File: src/rtl/rf_arbiter.sv
// Two-requester round-robin arbiter in front of a register file with shared data buses.
// Latency: request seen in IDLE -> ACCESS next cycle -> ACK the cycle after, so one transaction per 3 cycles.
// Backpressure: a requester holds REQx until ACKx; the loser of a tie simply stays pending and wins next.
//
// Ports:
//   CLK, RST                 clock, synchronous active-high reset
//   REQx, WEx, ADDRx, WDATAx requester x access request (WE=1 write, 0 read), address, write data
//   ACKx, RDATAx             one-cycle completion pulse, read result held between reads
//   RF_WS, RF_RS             one-hot word write / read selects to the register file
//   RF_IN, RF_OUT            shared write-data bus out, shared read-data bus in
//   BUSY                     high while a transaction is in flight (state not IDLE)
module rf_arbiter #(
  parameter int WIDTH  = 8,
  parameter int ADDR_W = 3
) (
  input  logic                    CLK,
  input  logic                    RST,
  input  logic                    REQ0,
  input  logic                    REQ1,
  input  logic                    WE0,
  input  logic                    WE1,
  input  logic [ADDR_W-1:0]       ADDR0,
  input  logic [ADDR_W-1:0]       ADDR1,
  input  logic [WIDTH-1:0]        WDATA0,
  input  logic [WIDTH-1:0]        WDATA1,
  output logic                    ACK0,
  output logic                    ACK1,
  output logic [WIDTH-1:0]        RDATA0,
  output logic [WIDTH-1:0]        RDATA1,
  output logic [(2**ADDR_W)-1:0]  RF_WS,
  output logic [(2**ADDR_W)-1:0]  RF_RS,
  output logic [WIDTH-1:0]        RF_IN,
  input  logic [WIDTH-1:0]        RF_OUT,
  output logic                    BUSY
);

  localparam int DEPTH = 2 ** ADDR_W;

  typedef enum logic [1:0] {
    S_IDLE   = 2'd0,
    S_ACCESS = 2'd1,
    S_ACK    = 2'd2
  } state_t;

  state_t state;
  state_t state_nxt;

  // Transaction captured at grant time; requester inputs are ignored until the next IDLE.
  logic              lat_id;
  logic              lat_we;
  logic [ADDR_W-1:0] lat_addr;
  logic [WIDTH-1:0]  lat_wdata;

  // Id of the most recent grantee. Resets to 1 so requester 0 wins the first tie.
  logic              last;

  logic              any_req;
  logic              grant_id;
  logic [DEPTH-1:0]  addr_dec;

  // Round-robin pick: a lone requester always wins; on a tie the one not granted last wins.
  always_comb begin
    any_req  = REQ0 | REQ1;
    grant_id = 1'b0;
    if (REQ0 && REQ1) begin
      grant_id = ~last;
    end else begin
      grant_id = REQ1;
    end
  end

  always_comb begin
    addr_dec           = '0;
    addr_dec[lat_addr] = 1'b1;
  end

  // State register.
  always_ff @(posedge CLK) begin
    if (RST) begin
      state <= S_IDLE;
    end else begin
      state <= state_nxt;
    end
  end

  // Next state and register-file / handshake outputs. Strobes are masked while RST is
  // high so a reset landing on the ACCESS-ending edge never commits the word and a
  // reset in ACK never produces an acknowledge.
  always_comb begin
    state_nxt = state;
    ACK0      = 1'b0;
    ACK1      = 1'b0;
    RF_WS     = '0;
    RF_RS     = '0;
    RF_IN     = '0;
    case (state)
      S_IDLE: begin
        if (any_req) begin
          state_nxt = S_ACCESS;
        end
      end
      S_ACCESS: begin
        state_nxt = S_ACK;
        if (!RST) begin
          if (lat_we) begin
            RF_WS = addr_dec;
            RF_IN = lat_wdata;
          end else begin
            RF_RS = addr_dec;
          end
        end
      end
      S_ACK: begin
        state_nxt = S_IDLE;
        if (!RST) begin
          ACK0 = ~lat_id;
          ACK1 = lat_id;
        end
      end
      default: begin
        state_nxt = S_IDLE;
      end
    endcase
  end

  assign BUSY = (state != S_IDLE);

  // Grant capture, round-robin pointer and per-requester read data.
  always_ff @(posedge CLK) begin
    if (RST) begin
      last      <= 1'b1;
      lat_id    <= 1'b0;
      lat_we    <= 1'b0;
      lat_addr  <= '0;
      lat_wdata <= '0;
      RDATA0    <= '0;
      RDATA1    <= '0;
    end else begin
      if (state == S_IDLE && any_req) begin
        last      <= grant_id;
        lat_id    <= grant_id;
        if (grant_id) begin
          lat_we    <= WE1;
          lat_addr  <= ADDR1;
          lat_wdata <= WDATA1;
        end else begin
          lat_we    <= WE0;
          lat_addr  <= ADDR0;
          lat_wdata <= WDATA0;
        end
      end
      // Only the grantee's read register moves; writes never touch either.
      if (state == S_ACCESS && !lat_we) begin
        if (lat_id) begin
          RDATA1 <= RF_OUT;
        end else begin
          RDATA0 <= RF_OUT;
        end
      end
    end
  end

endmodule

File: config.mk
export PLATFORM = sky130hd
export DESIGN_NAME = rf_arbiter
export DESIGN_NICKNAME = d
export VERILOG_FILES = /design/src/rtl/rf_arbiter.sv
export SDC_FILE = /design/constraint.sdc
export NUM_CORES = 1
export LEC_CHECK = 0
export BUFFER_PORTS_ARGS = -buffer_cell sky130_fd_sc_hd__buf_4
export CORE_MARGIN = 10
export CORE_UTILIZATION = 30
export DETAILED_ROUTE_END_ITERATION = 6
export PLACE_DENSITY = 0.58
export SYNTH_ARGS = -nofsm -noshare
export SYNTH_HDL_FRONTEND = slang
export SYNTH_SLANG_ARGS = --single-unit
File: constraint.sdc
create_clock -name CLK -period 1.44 [get_ports CLK]
set_input_delay 0.144 -clock CLK [delete_from_list [all_inputs] [get_ports CLK]]
set_output_delay 0.144 -clock CLK [all_outputs]
set_load 0.05 [all_outputs]
# Word-level counts from Yosys, hierarchy flattened

Index checks and enable logic that the tools add are counted.
W data, S select, Z words.

Add/subtract/negate cells: 0
Multipliers: 0
Divide/modulo/power cells: 0
$lt $le $gt $ge: 2
Equality and inequality tests: 3
Shifts and indexed selects: 0
Mux-type cells: 21
Bitwise operators: 3
Reduce and logical (&&, ||, !) cells: 9

Operator list:

| kind                 | number |
|---|---|
| $mux W8              | 10 |
| $mux W1              | 7 |
| $logic_and A1 B1 Y1  | 4 |
| $lt A3 B4 Y1 const B | 1 |
| $pmux W2 S2          | 1 |
| $reduce_and A2 Y1    | 2 |
| $demux W1 S3         | 1 |
| $ge A3 B1 Y1 const B | 1 |
| $mux W3              | 1 |
| $eq A2 B1 Y1 const B | 1 |
| $eq A2 B2 Y1 const B | 1 |
| $logic_not A2 Y1     | 1 |
| $mux W2              | 1 |
| $ne A2 B2 Y1 const B | 1 |
| $not A1 Y1           | 2 |
| $reduce_bool A2 Y1   | 1 |
| $logic_not A1 Y1     | 1 |
| $or A1 B1 Y1         | 1 |

Bits in registers: 32
Bits in latches: 0
RAM bits: 0
Memory bits (read-only): 0
Output and inout port bits: 43
Logic and storage cells: 46
Memories kept: 0

# Logic depth before layout (Yosys ltp)

Gate-level depths: netlist of the first run.

Word-level depth: 7
Mapped depth: 5
Mapped depth without buffers: 4

# Worst setup path before layout of the first run

No wires, ideal clock.

Path type: register to output
Start: register state[1]
End: output ACK0
Data arrival time: 2025 ps
Data required time: 1296 ps
Setup slack: -729 ps
Stages on the path, launching flop included: 2
Path buffers: 0
Cell sequence: dfxtp_1 nor4b_1

Longest elaborated chain between the ends: 2

Ends and longest elaborated chain:

| element                | RTL line | RTL |
|---|---|---|
| start, declared        | 45       | `state_t state;` |
| start signal, assigned | 82       | `state <= state_nxt;` |
| $eq A2 B2 Y1           | 96       | `case (state)` |
| $mux W1                | 96       |  |
| end, declared          | 26       | `output logic ACK0,` |

Every way passes these cells.

# Worst setup path in the final report of the first run

Start: register state[1]
End: output RF_RS[4]

Longest elaborated chain between the ends: 2

Ends and longest elaborated chain:

| element       | RTL line | RTL |
|---|---|---|
| $eq A2 B1 Y1  | 96       |  |
| $mux W8       | 96       |  |
| end, declared | 31       | `output logic [(2**ADDR_W)-1:0] RF_RS,` |

Every way passes these cells.

==> flow_summary.ini, run 1 <==
[die]
core_area_sq_um = 4750
core.rowCount = 25
boundaryPins = 79
dieArea_sq_um = 8190
initial_core_util = 0.313
die_y_um = 90.5
die_w_um = 90.5

[clocking]
clock-sinks = 32
cts_tree = yes
htreeDepth = 2
cts.path.max_buffers = 2
clock_latency_ps = 290
root_buffer = clkbuf_8
clkTransAtPathRegs_ps = 70
cts_buffers = 5

[drt]
drt_first_pass_iters = 6
drt_wl_total_um = 5250
ant_nets = 0
drcViolationCount = 0
wl_per_cell_um = 15.3
drt_iter0_markers = 80
vias = 1626
avgViaCountPerCell = 4.73

[setup_path]
cp_data_required_time_ps = 1300
timing.rr.end = RDATA0[7]
worstSetupEndpointType = output pin
cp_slowest_stage_delay_ps = 560
path_class = reg2out
slowest_stage = or4b_4
startpoint_type = flip-flop
path_cells = nand2b_4 -> or4b_4 -> nor3_4 -> buf_6
cp_max_fo = 4
r2r-start = state[1]
r2r_cells = 5
crit_arrival_ps = 1630
reg2reg_slack_ps = -40

[power_and_ir_drop]
leakage_uw = 0.00113
powerDensity_nw_per_um2 = 884
ir_worst_vdd_mv = 0.730

[timing]
worst_slack_ps = -330
slew_viol_final = 0
fin_crit_sh = 1.23
fin_crit_ps = 1770
finalHoldViolations = 0
max_freq_mhz = 565
clock-skew-final_ps = 4.37
setup_violations = 32
rsz0062_at_grt = true
maxSlewHeadroom = 0.716
worst_slew_pin_slew_ps = 426

[min_path]
min_path_type = in2reg
holdPathEnd = state[1]
hp-start = RST
hold_depth = 2

[place]
place_ws_ps = -43.5
hpwlAfterDp_um = 4000
gp_congestion = 0.742
io_buffers = 78
dpl_cell_area_sq_um = 2370

[yosys]
synthesis.area_sq_um = 1490
synth.most_common_cell = nand2_1
ys_seq_area_frac = 0.430
synth_area_leaders = dfxtp_1 43%, nand2_1 11%, a21oi_1 7.1%, a311oi_1 7.1%, nor2_1 6.0%
ys.flop_type = dfxtp_1
postSynthAreaPerCell_sq_um = 8.10
synth_largest_area_cell = dfxtp_1
async_reset_ff_frac = 0
yosys_warnings = 0
synth_edf_count = 0
synth_cells = 184
synth_cell_type_count = 28
synthTopCellsByCount = 42 x nand2_1, 32 x dfxtp_1, 24 x nor2_1
synth_top_area_frac = 0.430
synth_nets = 220
synth.ff_latch_count = 32

[global_route]
grt_start_max_net_pins = 20
grt_pass1_vias = 1594
grt_pass1_wl_um = 8130
track_usage = 0.122
grt_overflow = 0
antenna_found_initial = 0

[final_layout]
nets = 312
fin_area_sq_um = 2820
synthToLayoutAreaGrowth_pct = 89.4
n_antenna_cell = 0
drive_above_1_share = 0.581
utilization = 0.594

[status]
violations = setup timing
status = complete, but fails checks

[flow_run]
drv_cap = 0
cell type report:
class | instances | area (sq um)
clock buffer | 6 | 72.6
clock inverter | 2 | 35.0
fill | 451 | 1930
inverter | 1 | 3.75
multi-input combinational | 139 | 1060
sequential | 32 | 648
tap | 67 | 83.8
timing repair buffer | 97 | 923
sequential cells by signal, summed over array words and instances (netlist names):
signal	cells
lat_wdata	8
lat_we	1
lat_id	1
last	1
RDATA0	8
lat_addr	3
state	2
RDATA1	8
report_power, final:
group	switching [uW]	internal (uW)
Clock	329	513
Combinational	372	277
Sequential	50.2	954
cells by family after synthesis:
family	share of synthesized area
multiplexers	0.0537
AND/OR/NAND/NOR	0.312
buffers and inverters	0.0420
AO/OA/AOI/OAI	0.162
flip-flops	0.430
worst max path at each step:
stage	start	endpoint	slack [ps]	depth (start not counted)
2_1_floorplan	state[1]	RF_RS[4]	-160	3
3_3_place_gp	state[1]	RF_RS[4]	-40	4
3_5_place_dp	state[1]	RF_RS[4]	-40	4
4_1_cts	state[1]	RF_RS[4]	-330	4
5_1_grt	state[1]	RF_RS[4]	-400	4
6_report	state[1]	RF_RS[4]	-330	4
placed cells by master (no fill, tap or decap), drive strengths merged, types with 2 or more instances in the layout:
master	Yosys	final
nor3	5	5
nand2b	4	4
nor4b	2	2
dfxtp	32	32
and2	8	8
a21oi	21	21
mux2i	8	8
a311oi	12	12
or4b	2	2
clkbuf	3	6
nand2	42	42
buf	9	97
o21ai	2	2
nor2	24	24
and4bb	2	2
per-stage QoR:
| stage | hold WS [ps] | total power (uW) | setup TNS [ps] | cells |
|---|---|---|---|---|
| 4_1_cts | 66.4 | 2490 | -6520 | 343 |
| 3_5_place_dp | 368 | 1600 | -257 | 334 |
| 2_1_floorplan | 280 | 1370 | -818 | 184 |
| 5_1_grt | 70.5 | 2620 | -7770 | 344 |
| 3_3_place_gp | 373 | 1600 | -78.8 | 334 |
| 6_report | 76.9 | 2490 | -6240 | 344 |
worst max-delay path: cells and delay by family (launching register included):
family                 cells  cell delay (ps)
and+or+nand+nor            3              840
DFF                        1              320
buffers and inverters      1              180
routing by layer:
metal	up-vias	global-route usage	part of all wire
li1	817	-	-
met1	759	0.139	0.43
met2	42	0.209	0.51
met3	8	0.0266	0.040
met4	0	0.0637	0.019
met5	-	0	0
repair_timing:
item / 4_1_cts / 5_1_grt
buffers inserted: 1 / 1
resized for setup: 67 / 21
hold buffers: 0 / 0
pin swaps: 26 / 10
endpoints found under the setup margin: 34 / 51
hold endpoints to repair: 0 / 0
No activity file was read; power rests on OpenSTA's default activity.
==> run 2: changes to the inputs <==
- CORE_ASPECT_RATIO: not set -> 1.75
==> flow_summary.ini, run 2 (same netlist as run 1, synthesis figures left out) <==
[setup_path]
worstSetupEndpointType = output pin
crit_arrival_ps = 1630
slowest_stage = or4b_4
cp_max_fo = 4
path_cells = nand2b_4 -> or4b_4 -> nor3_4 -> buf_6
path_class = reg2out
cp_slowest_stage_delay_ps = 560
startpoint_type = flip-flop
crit_family = simple AND/OR/NAND/NOR gates
cp_data_required_time_ps = 1300
path_buf_inv = 1

[final_layout]
n_antenna_cell = 0
synthToLayoutAreaGrowth_pct = 79.3
final_cell_mix = 78 x buf_4, 41 x nand2_1, 28 x dfxtp_1
nets = 313
drive_above_1_share = 0.514
largestRegisters = RDATA0 (8), RDATA1 (8), lat_wdata (8)
finalNonFillerCells = 330
layout_commonest_cell = buf_4

[clocking]
cts_buffers = 5
cts_tree = yes
htreeDepth = 2
clkTransAtPathRegs_ps = 70
root_buffer = clkbuf_8
hold_buffers = 0
clock-sinks = 32
cts.path.max_buffers = 2
clock_latency_ps = 290

[place]
gp_congestion = 0.690
place_inst = 321
place_ws_ps = -59.0
io_buffers = 78
hpwlAfterDp_um = 3950

[die]
boundaryPins = 79
dieArea_sq_um = 8300
die_y_um = 113
die_w_um = 73.3
core.rowCount = 33
initial_core_util = 0.314
core_area_sq_um = 4750

[global_route]
grt_pass1_vias = 1674
track_usage = 0.120
antenna_found_initial = 0
grt_start_max_net_pins = 28
grt_pass1_wl_um = 8050
grt_overflow = 0

[drt]
avgViaCountPerCell = 4.89
drt_iter0_markers = 56
drt_wl_total_um = 5010
ant_nets = 0
drt_first_pass_iters = 4
drcViolationCount = 0
wl_per_cell_um = 15.2
vias = 1614

[timing]
worst_slew_pin_slew_ps = 394
slew_viol_final = 0
fin_crit_ps = 1780
fin_setup_tns_ps = -4720
maxSlewHeadroom = 0.738
worst_slack_ps = -339
clock-skew-final_ps = 4.03
finalHoldViolations = 0
fin_crit_sh = 1.24
max_freq_mhz = 562
rsz0062_at_grt = true
setup_violations = 24

[flow_run]
drv_cap = 0

[power_and_ir_drop]
powerDensity_nw_per_um2 = 961
leakage_uw = 0.00112
power_uw = 2570
ir_worst_vdd_mv = 0.730

[status]
status = complete, but fails checks
violations = setup timing

[min_path]
min_path_type = in2reg
[run 2: cell types whose count changed in the layout (fill, tap and decap cells not counted), sizes merged]
cell / before / now
clkinv: 1 / 0
clkbuf: 6 / 7
buf: 97 / 98
[run 2: repair_timing]
action,4_1_cts,5_1_grt
resized for setup,20,20
buffers inserted,1,0
pin swaps,3,10
setup endpoints to repair,35,34
[run 2: final timing paths]
check	start	cells after the start	slack [ps]	endpoint
setup / recovery	state[1]	4	-340	RF_RS[4]
setup reg to reg	lat_we	4	90	RDATA0[6]
hold reg to reg	RDATA0[7]	2	460	RDATA0[7]
hold / removal	RST	2	50	state[1]
[run 2: per-stage QoR]
stage	area (sq um)	util	hold slack, ps
2_1_floorplan	1640	-	280
3_3_place_gp	2380	0.502	358
3_5_place_dp	2380	0.502	353
4_1_cts	2600	0.547	44.7
5_1_grt	2670	0.563	55.0
6_report	2670	0.563	49.6
[run 2: where the power goes]
part	switching (uW)	internal [uW]	total, uW	leakage [uW]
sequential	44.3	953	997	0.000264
combinational	347	266	613	0.000791
clock	347	611	958	0.0000645
total	739	1830	2570	0.00112
[run 2: area by class of cell]
| cell class | count | area (sq um) |
|---|---|---|
| inverters | 1 | 3.75 |
| clock buffers | 7 | 96.3 |
| flip-flops and latches | 32 | 651 |
| multi-input cells | 139 | 973 |
| repair buffers | 98 | 853 |
| well taps | 52 | 65.1 |
| clock inverters | 1 | 30.0 |
| fillers | 440 | 2080 |
[run 2: routing by layer]
metal  part of all wire  up-vias  track usage  wire length, um
met1               0.37      721        0.122             1830
met3               0.11        7       0.0682              560
met2               0.51       67        0.200             2550
li1                   -      819            -                -
met5                  0        -            0                0
met4              0.012        0       0.0382               61
==> run 3: changes to the inputs <==
- SETUP_SLACK_MARGIN: not set -> 0.4
==> flow_summary.ini, run 3 (same netlist as run 1, synthesis figures left out) <==
[final_layout]
layout_commonest_cell = buf_4
fin_area_sq_um = 2980
final_cell_mix = 62 x buf_4, 33 x nand2_1, 27 x dfxtp_1
n_antenna_cell = 0
largestRegisters = RDATA0 (8), RDATA1 (8), lat_wdata (8)
drive_above_1_share = 0.649
finalNonFillerCells = 337
nets = 320
synthToLayoutAreaGrowth_pct = 100
utilization = 0.628

[drt]
wl_per_cell_um = 15.8
drt_wl_total_um = 5330
vias = 1661
ant_nets = 0
drt_iter0_markers = 33
drt_first_pass_iters = 5
drcViolationCount = 0
avgViaCountPerCell = 4.93

[setup_path]
path_buf_inv = 1
path_class = reg2out
r2r-start = state[0]
crit_arrival_ps = 1630
timing.rr.end = RDATA0[3]
cp_max_fo = 4
r2r_cells = 6
slowest_stage = or4b_4
worstSetupEndpointType = output pin
startpoint_type = flip-flop
crit_family = simple AND/OR/NAND/NOR gates
path_cells = nand2b_4 -> or4b_4 -> nor3_4 -> buf_6
cp_slowest_stage_delay_ps = 560
reg2reg_slack_ps = -50
cp_data_required_time_ps = 1300

[place]
dpl_cell_area_sq_um = 2410
hpwlAfterDp_um = 4020
place_inst = 318
gp_congestion = 0.700
io_buffers = 78

[timing]
holdWs_ps = 106
setup_violations = 34
finalHoldViolations = 0
max_freq_mhz = 563
fin_crit_ps = 1780
maxSlewHeadroom = 0.662
worst_slack_ps = -338
slew_viol_final = 0
clock-skew-final_ps = 9.98
worst_slew_pin_slew_ps = 506
fin_crit_sh = 1.23
rsz0062_at_grt = true

[clocking]
root_buffer = clkbuf_8
hold_buffers = 0
clock-sinks = 32
clkTransAtPathRegs_ps = 60
cts_tree = yes
htreeDepth = 2
clock_latency_ps = 280
cts_buffers = 5
cts.path.max_buffers = 2

[status]
status = complete, but fails checks
violations = setup timing

[global_route]
track_usage = 0.127
grt_pass1_wl_um = 8720
grt_start_max_net_pins = 22
grt_overflow = 0
antenna_found_initial = 0
grt_pass1_vias = 1793

[die]
die_w_um = 73.3
core_area_sq_um = 4750
die_y_um = 113
core.rowCount = 33
boundaryPins = 79
dieArea_sq_um = 8300
initial_core_util = 0.314

[power_and_ir_drop]
powerDensity_nw_per_um2 = 844
ir_worst_vdd_mv = 0.635
leakage_uw = 0.00119

[min_path]
min_path_type = in2reg
holdPathEnd = RDATA1[7]
hold_depth = 3
hp-start = RF_OUT[7]

[flow_run]
drv_cap = 0
==> run 3: per-stage QoR <==
stage | power (uW) | worst slack [ps] | setup TNS, ps
6_report | 2520 | -338 | -6380
5_1_grt | 2650 | -386 | -8430
4_1_cts | 2500 | -344 | -5920
3_5_place_dp | 1620 | -58.6 | -209
3_3_place_gp | 1610 | -48.6 | -87.3
2_1_floorplan | 1390 | -159 | -540
==> run 3: how the worst max path moves through the flow <==
| stage | start | end | cells after the start |
|---|---|---|---|
| after detailed placement | state[1] | RF_RS[4] | 4 |
| after global placement | state[1] | RF_RS[4] | 4 |
| after global routing | state[1] | RF_RS[4] | 4 |
| after floorplan | state[1] | RF_RS[4] | 3 |
| after CTS | state[1] | RF_RS[4] | 4 |
| final | state[1] | RF_RS[4] | 4 |
==> run 3: final cells by class <==
class	instances	area [sq um]
clock buffers	8	100
fillers	429	1770
inverters	1	6.26
multi-input cells	139	1130
flip-flops and latches	32	652
well taps	52	65.1
repair buffers	105	1030
==> run 3: what timing repair did <==
item	CTS	global route
setup endpoints to repair	58	58
pin swaps	28	18
buffers inserted	4	6
gates cloned	1	0
gates resized for setup	77	24
==> run 3: power breakdown <==
group / leakage, uW / switching, uW / internal, uW
Combinational: 0.000877 / 389 / 348
Sequential: 0.000265 / 68.4 / 955
Clock: 0.0000515 / 320 / 436
==> run 3: metal layers <==
layer	vias up	wire length, um	GRT usage
met1	755	2000	0.138
met5	-	0	0
met3	4	498	0.0586
li1	835	-	-
met2	67	2790	0.216
met4	0	37	0.0267
==> run 3: tightest hold or removal path: cells and delay by family <==
kind	cells	cell delay, ps
AND/OR/NAND/NOR	1	70
buffers and inverters	1	80
multiplexers	1	50
